### src/rtl/regfile_wb_arbiter.sv
// Write-port arbiter for the register file: pipeline writeback (A) has priority,
// mul/div (B) is force-granted after MAX_WAIT refusals; tracks pending B destinations.
module regfile_wb_arbiter #(
    parameter int MAX_WAIT = 4,
    parameter int CNT_W    = 4
) (
    input  logic        clk,
    input  logic        rstb,
    input  logic        a_valid,
    input  logic [4:0]  a_addr,
    input  logic [31:0] a_data,
    output logic        a_ready,
    input  logic        b_valid,
    input  logic [4:0]  b_addr,
    input  logic [31:0] b_data,
    output logic        b_ready,
    input  logic        b_issue,
    input  logic [4:0]  b_issue_addr,
    input  logic [4:0]  chk_addr1,
    input  logic [4:0]  chk_addr2,
    input  logic [4:0]  chk_addr3,
    output logic        chk_hit,
    output logic [31:0] busy_vec,
    output logic        wr_e,
    output logic [4:0]  wr_addr,
    output logic [31:0] wr_data
);

    localparam logic [CNT_W-1:0] MAX_CNT = CNT_W'(MAX_WAIT);

    logic [CNT_W-1:0] wait_cnt_q, wait_cnt_d;
    logic [31:0]      busy_q, busy_d;
    logic             force_b, grant_a, grant_b;
    logic [4:0]       mux_addr;
    logic [31:0]      mux_data;

    always_comb begin
        force_b  = b_valid && (wait_cnt_q >= MAX_CNT);
        grant_b  = b_valid && (!a_valid || force_b);
        grant_a  = a_valid && !force_b;
        mux_addr = '0;
        mux_data = '0;
        if (grant_a) begin
            mux_addr = a_addr;
            mux_data = a_data;
        end else if (grant_b) begin
            mux_addr = b_addr;
            mux_data = b_data;
        end
    end

    // Outputs are gated by rstb so they read zero for the whole reset window.
    assign a_ready  = rstb && !force_b;
    assign b_ready  = rstb && grant_b;
    assign wr_e     = rstb && (grant_a || grant_b) && (mux_addr != 5'd0);
    assign wr_addr  = rstb ? mux_addr : 5'd0;
    assign wr_data  = rstb ? mux_data : 32'd0;
    assign busy_vec = busy_q;
    assign chk_hit  = rstb && (busy_q[chk_addr1] || busy_q[chk_addr2] || busy_q[chk_addr3]);

    always_comb begin
        if (!b_valid || grant_b) begin
            wait_cnt_d = '0;
        end else if (wait_cnt_q >= MAX_CNT) begin
            wait_cnt_d = MAX_CNT;
        end else begin
            wait_cnt_d = wait_cnt_q + CNT_W'(1);
        end
    end

    // Issue is applied after the clear so a same-cycle reissue keeps the bit set.
    always_comb begin
        busy_d = busy_q;
        if (grant_b) begin
            busy_d[b_addr] = 1'b0;
        end
        if (b_issue) begin
            busy_d[b_issue_addr] = 1'b1;
        end
        busy_d[0] = 1'b0;
    end

    always_ff @(posedge clk or negedge rstb) begin
        if (!rstb) begin
            wait_cnt_q <= '0;
            busy_q     <= '0;
        end else begin
            wait_cnt_q <= wait_cnt_d;
            busy_q     <= busy_d;
        end
    end

endmodule

### config.mk
export PLATFORM = sky130hd
export DESIGN_NAME = regfile_wb_arbiter
export DESIGN_NICKNAME = d
export VERILOG_FILES = /design/src/rtl/regfile_wb_arbiter.sv
export SDC_FILE = /design/constraint.sdc
export NUM_CORES = 1
export LEC_CHECK = 0
export CAP_MARGIN = 20
export CORE_MARGIN = 4
export CORE_UTILIZATION = 41
export CTS_CLUSTER_DIAMETER = 150
export DETAILED_ROUTE_END_ITERATION = 10
export MAX_ROUTING_LAYER = met4
export PLACE_DENSITY_LB_ADDON = 0.08
export SYNTH_ARGS = -nofsm -noshare
export SYNTH_HDL_FRONTEND = slang
export SYNTH_SLANG_ARGS = --single-unit
### constraint.sdc
create_clock -name clk -period 5.9 [get_ports clk]
set_input_delay 1.18 -clock clk [delete_from_list [all_inputs] [get_ports clk]]
set_output_delay 1.18 -clock clk [all_outputs]
set_load 0.01 [all_outputs]
==> metrics <==
status finished, final reports clean; Worst slew margin 0.6228; Post-route DRC 0; R2R setup slack 4.15 ns; synth unique cells 41; remaining antenna violation count after routing 0; cell mode on critical path clkdlybuf4s50_1; share of cells above drive strength 1 0.06772; Cell Rows 29; WHS Path Cells 1; number of nets in the layout 543; Layout area overhead 65.32%; Die ar. 0.008166 mm^2; Netlist Area Pre-Place 0.002781 mm^2; htree depth 2; FF+latch area 875.8 um^2; Worst Setup Start Kind primary input; CTS tree done; DR vias/cell 6.206; CTS root buf clkbuf_8; Crit Path Max Fanout 33; CP bufs+invs 3; first-pass GRT wire length 17190 um; Worst Tran Pin Value 0.5640 ns; Final Setup Violations 0; first-pass iteration count of the detailed router 5; fin. max-slew vios 0; commonest cells after routing, fill and taps aside 169 x clkdlybuf4s50_1, 55 x o21ai_0, 36 x a22o_1; final WL 11030 um; RSZ-0062 raised after global routing false; Worst-path clk slew 0.07 ns; Die W 90.37 um; initial core utilization 0.4306; Vias 3227; #FFs+latches synth 35; Final Instance Area 0.004598 mm^2; largest net degree at the start of global routing 41; Hold Startpoint wait_cnt_q[0]; worst min-delay path category reg2reg; n_diodes 0; register area share after synthesis 0.3149; antenna violations before repair 0; vias in the first global route 3178; die height 90.37 um; Fin Clk Skew 0.008751 ns; critical path class in2out; crit path capture type output port; Syn Area/Cell 9.691 um^2; Placed Instance Area 0.004483 mm^2; GR Overflow Total 0; cts-stage hold buffer count 0; Fillers 508; critical path arrival 3.91 ns; multi-input logic area 0.001780 mm^2; Routed WL per cell 21.22 um; port bufs 170; setup TNS 0 ns; Critical Path Stages 7; worst r2r path cells 5; All-Layer GR Usage 0.2713; VDD IR max 0.1432 mV; Tcrit/Tclk final 0.8622; DR iter-0 viols 343; Non-Filler Instances 520; PD cells 222.5 mW/mm^2; Worst R2R End busy_vec[3]; CP max stage cell clkdlybuf4s50_1; WHS 0.4278 ns; clk_lat worst skew 0.29 ns; Critical Path, Cell by Cell clkdlybuf4s50_1 > o21ai_0 > nand2_1 > and3_1 > buf_4 > a22o_1 > clkdlybuf4s50_1; required time of the critical path 4.72 ns; Post-Synthesis Cells 287; Max stage delay on crit path 0.78 ns; CTS Sinks 35; core area 0.006459 mm^2; crit path time final 5.087 ns; Cell Count Post-Placement 512; max frequency 0.1966 GHz; CTS buffer count 5; hold endpoint wait_cnt_q[0]; final hold violations 0; YS warnings 0; delay-heaviest family, CP buffers and inverters; Post-CTS Setup Inserts 0; Max-Cap Viols 0; CTS max path bufs 2; RR Startpoint wait_cnt_q[2]; IO Count 172; CTS resizes 0; RD Place Congestion 1.045; commonest non-fill, non-tap cell in the layout clkdlybuf4s50_1; HPWL after detailed placement 8842 um; static leakage 0.001799 uW
layer usage:
| metal | global-route usage | vias up | wire length (um) |
|---|---|---|---|
| li1 | - | 1444 | - |
| met2 | 0.4785 | 179 | 5801 |
| met1 | 0.3214 | 1582 | 4219 |
| met5 | - | - | 0 |
| met4 | 0.07143 | 0 | 243 |
| met3 | 0.04583 | 22 | 767 |
cell type report:
| type | instances | area share |
|---|---|---|
| clock buffer | 6 | 0.01796 |
| clock inverter | 1 | 0.001088 |
| inverter | 5 | 0.004082 |
| multi-input combinational | 223 | 0.3872 |
| sequential | 35 | 0.1905 |
| tap | 77 | 0.02095 |
| timing repair buffer | 173 | 0.3782 |
worst max path at each step:
stage	start	to	slack [ns]
final	b_valid	wr_data[22]	0.81
after global routing	b_valid	wr_data[23]	0.62
after CTS	b_valid	wr_data[22]	0.80
after detailed placement	b_valid	wr_data[22]	0.81
after global placement	chk_addr3[1]	chk_hit	0.85
after floorplan	chk_addr3[0]	chk_hit	1.95
worst reg2reg max path: stages (launching register included):
cell     delay [ns]
dfrtp_1        0.33
o21ai_0        0.15
nand2_1        0.38
nand4_1        0.36
o21ai_0        0.29
o21ai_0        0.11
cell families after synthesis:
group | after synthesis | synth area share
other | 1 | 0.001348
multiplexers | 32 | 0.2141
adder cells (fa/ha/maj) | 1 | 0.004498
AO/OA/AOI/OAI | 111 | 0.2650
AND/OR/NAND/NOR | 77 | 0.1538
buffers and inverters | 30 | 0.04634
flip-flops | 35 | 0.3149
registers in the layout, indices dropped and copies added (netlist names):
register	count
wait_cnt_q	4
busy_vec	31
stage by stage:
step / power [uW] / util / worst slack (ns)
global placement: 836.3 / 0.6941 / 0.8524
floorplan: 557.7 / - / 1.953
global route: 1072 / 0.7119 / 0.6207
finish: 1023 / 0.7119 / 0.8129
detailed placement: 846.5 / 0.6941 / 0.8087
CTS: 1019 / 0.7077 / 0.7975
cell usage after synthesis, drive strengths merged:
library cell,number,area [um^2]
inv,5,18.77
o311ai,1,8.760
mux4,20,473.0
nor2b,5,31.28
nor3b,3,22.52
and3,6,37.54
a32o,1,10.01
mux2i,10,100.1
and2,2,12.51
or3b,3,26.28
dfrtp,35,875.8
nand2,18,67.56
o31ai,2,15.01
o211ai,2,15.01
nand4,2,12.51
a21boi,5,37.54
nand2b,1,6.260
nor2,7,26.28
nand3,14,70.07
o21ai,56,280.3
nor3,1,5.000
nand3b,9,67.56
ha,1,12.51
nor4,1,6.260
nand4b,1,8.760
clkbuf,19,71.32
conb,1,3.750
a22o,36,315.3
a31oi,1,6.260
a21oi,4,20.02
a221oi,1,8.760
o41a,1,11.26
buf,6,38.79
or4,2,15.01
mux2,2,22.52
a41oi,1,8.760
or3,2,12.51
power by group:
part	leakage [uW]	internal (uW)	switching, uW	total [uW]
clock	0.0000470	91.6	85.1	177
sequential	0.000424	293	84.8	378
combinational	0.00133	291	178	469
total	0.00180	675	348	1020
(Power assumes the default switching activity.)
